[src/rtl/aes_drain_pkg.sv]
// Shared types and sizes for the cipher result drain (128-bit block -> 4 x 32-bit beats).
// Build option AES_DRAIN_BYTESWAP_EN byte-reverses each output word.
package aes_drain_pkg;

  localparam int BLK_W  = 128;
  localparam int WORD_W = 32;
  localparam int BEATS  = 4;

  typedef logic [1:0] beat_idx_t;

  typedef enum logic {S_IDLE, S_DRAIN} drain_state_t;

endpackage

[src/rtl/aes_drain_word_sel.sv]
// Selects the 32-bit slice of a block for a beat index; beat 0 is bits [127:96].
// With AES_DRAIN_BYTESWAP_EN defined the selected word is byte-reversed.
module aes_drain_word_sel
  import aes_drain_pkg::*;
(
  input  logic [BLK_W-1:0]  blk_i,
  input  beat_idx_t         idx_i,
  output logic [WORD_W-1:0] word_o
);

  logic [WORD_W-1:0] slice;

  always_comb begin
    slice = blk_i[127:96];
    case (idx_i)
      2'd0:    slice = blk_i[127:96];
      2'd1:    slice = blk_i[95:64];
      2'd2:    slice = blk_i[63:32];
      default: slice = blk_i[31:0];
    endcase
  end

`ifdef AES_DRAIN_BYTESWAP_EN
  assign word_o = {slice[7:0], slice[15:8], slice[23:16], slice[31:24]};
`else
  assign word_o = slice;
`endif

endmodule

[src/rtl/aes_text_out_drain.sv]
// Captures cipher result blocks on done and streams them as four words over valid/ready,
// with one pending block of skid storage and a sticky drop flag. Option: AES_DRAIN_BYTESWAP_EN.
module aes_text_out_drain #(
  parameter int WORD_W = aes_drain_pkg::WORD_W
) (
  input  logic              clk,
  input  logic              rst,
  input  logic              done,
  input  logic [127:0]      text_out,
  output logic [WORD_W-1:0] out_data,
  output logic              out_valid,
  input  logic              out_ready,
  output logic              out_last,
  output logic              ovf,
  input  logic              ovf_clr
);

  import aes_drain_pkg::BLK_W;
  import aes_drain_pkg::BEATS;
  import aes_drain_pkg::beat_idx_t;
  import aes_drain_pkg::drain_state_t;
  import aes_drain_pkg::S_IDLE;
  import aes_drain_pkg::S_DRAIN;

  localparam beat_idx_t LAST_IDX = beat_idx_t'(BEATS - 1);

  // Handshake: a beat transfers when out_valid && out_ready; out_data is held while stalled.
  logic [BLK_W-1:0] act_q, act_d;
  logic [BLK_W-1:0] pend_q, pend_d;
  logic             act_vld_q, act_vld_d;
  logic             pend_vld_q, pend_vld_d;
  beat_idx_t        idx_q, idx_d;
  logic             ovf_q, ovf_d;

  drain_state_t     state;
  logic             beat, blk_end, act_free, pend_free, drop;

  assign state = act_vld_q ? S_DRAIN : S_IDLE;

  always_comb begin
    act_d      = act_q;
    pend_d     = pend_q;
    act_vld_d  = act_vld_q;
    pend_vld_d = pend_vld_q;
    idx_d      = idx_q;

    beat    = (state == S_DRAIN) && out_ready;
    blk_end = beat && (idx_q == LAST_IDX);

    // Slot availability accounts for a block end happening in this same cycle.
    act_free  = (state == S_IDLE) || (blk_end && !pend_vld_q);
    pend_free = !pend_vld_q || blk_end;
    drop      = done && !act_free && !pend_free;

    if (beat) begin
      if (blk_end) begin
        idx_d = '0;
        if (pend_vld_q) begin
          act_d      = pend_q;
          pend_vld_d = 1'b0;
        end else begin
          act_vld_d = 1'b0;
        end
      end else begin
        idx_d = idx_q + 2'd1;
      end
    end

    if (done) begin
      if (act_free) begin
        act_d     = text_out;
        act_vld_d = 1'b1;
        idx_d     = '0;
      end else if (pend_free) begin
        pend_d     = text_out;
        pend_vld_d = 1'b1;
      end
    end

    // A drop in the same cycle as a clear leaves the flag set.
    if (drop) begin
      ovf_d = 1'b1;
    end else if (ovf_clr) begin
      ovf_d = 1'b0;
    end else begin
      ovf_d = ovf_q;
    end
  end

  always_ff @(posedge clk or negedge rst) begin
    if (!rst) begin
      act_q      <= '0;
      pend_q     <= '0;
      act_vld_q  <= 1'b0;
      pend_vld_q <= 1'b0;
      idx_q      <= '0;
      ovf_q      <= 1'b0;
    end else begin
      act_q      <= act_d;
      pend_q     <= pend_d;
      act_vld_q  <= act_vld_d;
      pend_vld_q <= pend_vld_d;
      idx_q      <= idx_d;
      ovf_q      <= ovf_d;
    end
  end

  aes_drain_word_sel u_word_sel (
    .blk_i  (act_q),
    .idx_i  (idx_q),
    .word_o (out_data)
  );

  assign out_valid = (state == S_DRAIN);
  assign out_last  = (state == S_DRAIN) && (idx_q == LAST_IDX);
  assign ovf       = ovf_q;

endmodule

[config.mk]
export PLATFORM = sky130hd
export DESIGN_NAME = aes_text_out_drain
export DESIGN_NICKNAME = d
export VERILOG_FILES = /design/src/rtl/aes_drain_pkg.sv /design/src/rtl/aes_drain_word_sel.sv /design/src/rtl/aes_text_out_drain.sv
export SDC_FILE = /design/constraint.sdc
export NUM_CORES = 1
export LEC_CHECK = 0
export CELL_PAD_IN_SITES_DETAIL_PLACEMENT = 1
export CELL_PAD_IN_SITES_GLOBAL_PLACEMENT = 1
export CORE_ASPECT_RATIO = 1.75
export CORE_MARGIN = 10
export CORE_UTILIZATION = 42
export DETAILED_ROUTE_END_ITERATION = 10
export PLACE_DENSITY_LB_ADDON = 0.1
export SLEW_MARGIN = 40
export SYNTH_ARGS = -nofsm -noshare
export SYNTH_HDL_FRONTEND = slang
export SYNTH_SLANG_ARGS = --single-unit
[constraint.sdc]
create_clock -name clk -period 2.71 [get_ports clk]
set_clock_uncertainty 0.2 [all_clocks]
set_input_delay 0.271 -clock clk [delete_from_list [all_inputs] [get_ports clk]]
set_output_delay 0.271 -clock clk [all_outputs]
set_load 0.005 [all_outputs]
==> flow_metrics.env <==
export IMPL_multi_input_area_um2=5210
export IMPL_synth_yosys_warnings=0
export IMPL_min_period_ps=2710
export IMPL_maxCapViolations=0
export IMPL_io_pins=168
export IMPL_grt_pass1_wl_mm=49.0
export IMPL_path_clk_slew_ps=60
export IMPL_dp_hpwl_mm=20.7
export IMPL_gp_congestion=0.703
export IMPL_worstPathCellList="inv_4 > ha_4 > buf_12 > a222oi_1 > buf_4 > mux2i_1 > buf_2"
export IMPL_stdcell_count=1407
export IMPL_drt_total_wl_mm=31.5
export IMPL_timing_critical_path_buf_inv=4
export IMPL_cp_start_kind="register"
export IMPL_n_fill_cell=2786
export IMPL_clockBufferDepth=3
export IMPL_avgRoutedWirePerCell_um=22.4
export IMPL_synth_edff_count=0
export IMPL_dr_pass1_iters=7
export IMPL_drt_initial_drc_count=315
export IMPL_critPathArrivalTime_ps=2240
export IMPL_fin_util=0.537
export IMPL_cp_slowest_stage_delay_ps=460
export IMPL_synth_cell_types=26
export IMPL_outcome="finished clean"
export IMPL_die_h_um=246
export IMPL_rsz0062_at_grt="yes"
export IMPL_setup_violations_final=0
export IMPL_synth_seq_area_share=0.532
export IMPL_dp_cells=1348
export IMPL_r2r_end="pend_q[80]$_DFFE_PN0P_"
export IMPL_r2r_slack_ps=130
export IMPL_slew_headroom=0.568
export IMPL_cts_htree_levels=1
export IMPL_syn_instance_count=828
export IMPL_grt_pass1_vias=8459
export IMPL_grt_start_max_net_pins=79
export IMPL_fmax_mhz=369
export IMPL_async_reset_ff_frac=1.00
export IMPL_die_w_um=149
export IMPL_syn2layout_area_growth_pct=25.6
export IMPL_max_slew_worst_pin_slew_ps=648
export IMPL_ant_nets=0
export IMPL_yosysTopAreaCell="dfrtp_1"
export IMPL_viasPerCell=5.36
export IMPL_drc=0
export IMPL_port_buffers=167
export IMPL_finalPower_w=0.0169
export IMPL_syn_cell_area_um2=12300
export IMPL_final_layout_size_suffix_gt1_frac=0.371
export IMPL_nets=1150
export IMPL_p_leak_nw=6.72
export IMPL_hold_viol=0
export IMPL_place_ws_ps=85.1
export IMPL_synth_most_common_cell="mux2_2"
export IMPL_cts_tree="done"
export IMPL_synth_ff_type="dfrtp_1"
export IMPL_start_util=0.427
export IMPL_cts_sinks=261
export IMPL_synth_avg_cell_area_um2=14.8
export IMPL_cts_made_buffers=26
export IMPL_powerDensity_nw_per_um2=1100
export IMPL_cts_root_buf="clkbuf_16"
export IMPL_worstSkewPairLatency_ps=540
export IMPL_core_area_um2=28700
export IMPL_irDropWorstVdd_uv=640
export IMPL_cp_max_fo=14
export IMPL_seqCellArea_um2=6530
export IMPL_worst_setup_path_end_kind="primary output"
export IMPL_dieArea_um2=36700
export IMPL_grt_antenna_before_repair=0
export IMPL_vias=7535
export IMPL_critPathTopFamily="buffers and inverters"
export IMPL_slew_violations=0
export IMPL_min_path_type="in2async"
export IMPL_rr_startpoint="idx_q[1]$_DFF_PN0_"
export IMPL_cpMaxStageDelayCell="a222oi_1"
export IMPL_gr_usage_all_layers=0.168
export IMPL_syn_nets=966
export IMPL_overflow=0
export IMPL_synth_common_cells="mux2_2, dfrtp_1, mux2_1"
export IMPL_post_route_period_util=0.999
export IMPL_layout_setup_ws_ps=2.21
export IMPL_crit_type="reg2out"
export IMPL_synth_top_area_share=0.532
export IMPL_ys_top_cells_by_area="dfrtp_1, mux2_2, mux2_1"
export IMPL_ys_ff_latch=261
export IMPL_crit_required_ps=2240
export IMPL_num_rows=82
export IMPL_ff2ff_path_depth=8
export IMPL_diodes=0
what timing repair did:
| action | CTS | global route |
|---|---|---|
| endpoints found under the hold margin | 72 | 0 |
| hold buffers | 1 | 0 |
| cloned | 1 | 2 |
| setup buffers | 4 | 6 |
| pin swaps | 21 | 22 |
| endpoints found under the setup margin | 32 | 120 |
| gates resized for setup | 92 | 27 |
stage by stage:
| stage | TNS, ps | area [um2] | hold slack, ps |
|---|---|---|---|
| detailed placement | 0 | 14500 | 109 |
| finish | 0 | 15400 | 107 |
| global placement | 0 | 14500 | 104 |
| CTS | -134 | 15300 | 95.9 |
| floorplan | 0 | 12300 | -225 |
| global route | -242 | 15400 | 128 |
flip-flops by register name, indices dropped and copies added, names as in the netlist:
signal,count
ovf,1
idx_q,2
pend_q,128
pend_vld_q,1
act_vld_q,1
act_q,128
cells in the final DEF (no fill, tap or decap), types with 4 or more instances in the layout:
cell	n
clkbuf_16	29
mux2i_1	32
nand2_1	4
clkbuf_1	6
clkbuf_8	6
buf_4	18
clkdlybuf4s15_1	6
mux2_1	120
mux2_2	264
buf_2	14
inv_1	35
clkdlybuf4s50_1	134
clkbuf_2	11
clkinv_2	4
a222oi_1	32
buf_12	19
dfrtp_1	260
kinds of logic (layout without fill, tap and decap cells):
family	Yosys count	count (layout)	synth area share
AO/OA/AOI/OAI	40	40	0.0302
AND/OR/NAND/NOR	14	14	0.00591
adder cells (fa/ha/maj)	5	5	0.00510
buffers and inverters	92	293	0.0482
multiplexers	416	416	0.378
flip-flops	261	261	0.532
per-layer routing:
layer / up-vias / global-route usage / wire [um]
met1: 3944 / 0.196 / 12500
li1: 3397 / - / -
met3: 36 / 0.0281 / 1300
met2: 158 / 0.310 / 17100
met5: - / 0 / 0
met4: 0 / 0.0420 / 578
report_power, final:
group	internal [W]	leakage (nW)	switching, W
combinational	0.00385	3.16	0.00254
sequential	0.00586	3.14	0.000972
clock	0.00217	0.427	0.00151
worst max path at each step:
stage	startpoint	end	slack, ps	depth (start not counted)
after floorplan	idx_q[0]$_DFF_PN0_	pend_q[100]$_DFFE_PN0P_	600	6
after global placement	idx_q[0]$_DFF_PN0_	out_data[11]	110	7
after detailed placement	idx_q[0]$_DFF_PN0_	out_data[11]	90	7
after CTS	idx_q[0]$_DFF_PN0_	out_data[11]	-70	6
after global routing	idx_q[0]$_DFF_PN0_	out_data[11]	-100	7
final	idx_q[0]$_DFF_PN0_	out_data[11]	2	7
layout make-up:
cell class | instances | share of cell area
Tap cell | 378 | 0.0307
Clock buffer | 39 | 0.0506
Clock inverter | 6 | 0.00519
Sequential cell | 261 | 0.424
Inverter | 36 | 0.00893
Multi-Input combinational cell | 475 | 0.338
Timing Repair Buffer | 212 | 0.143
(Power assumes the default switching activity.)
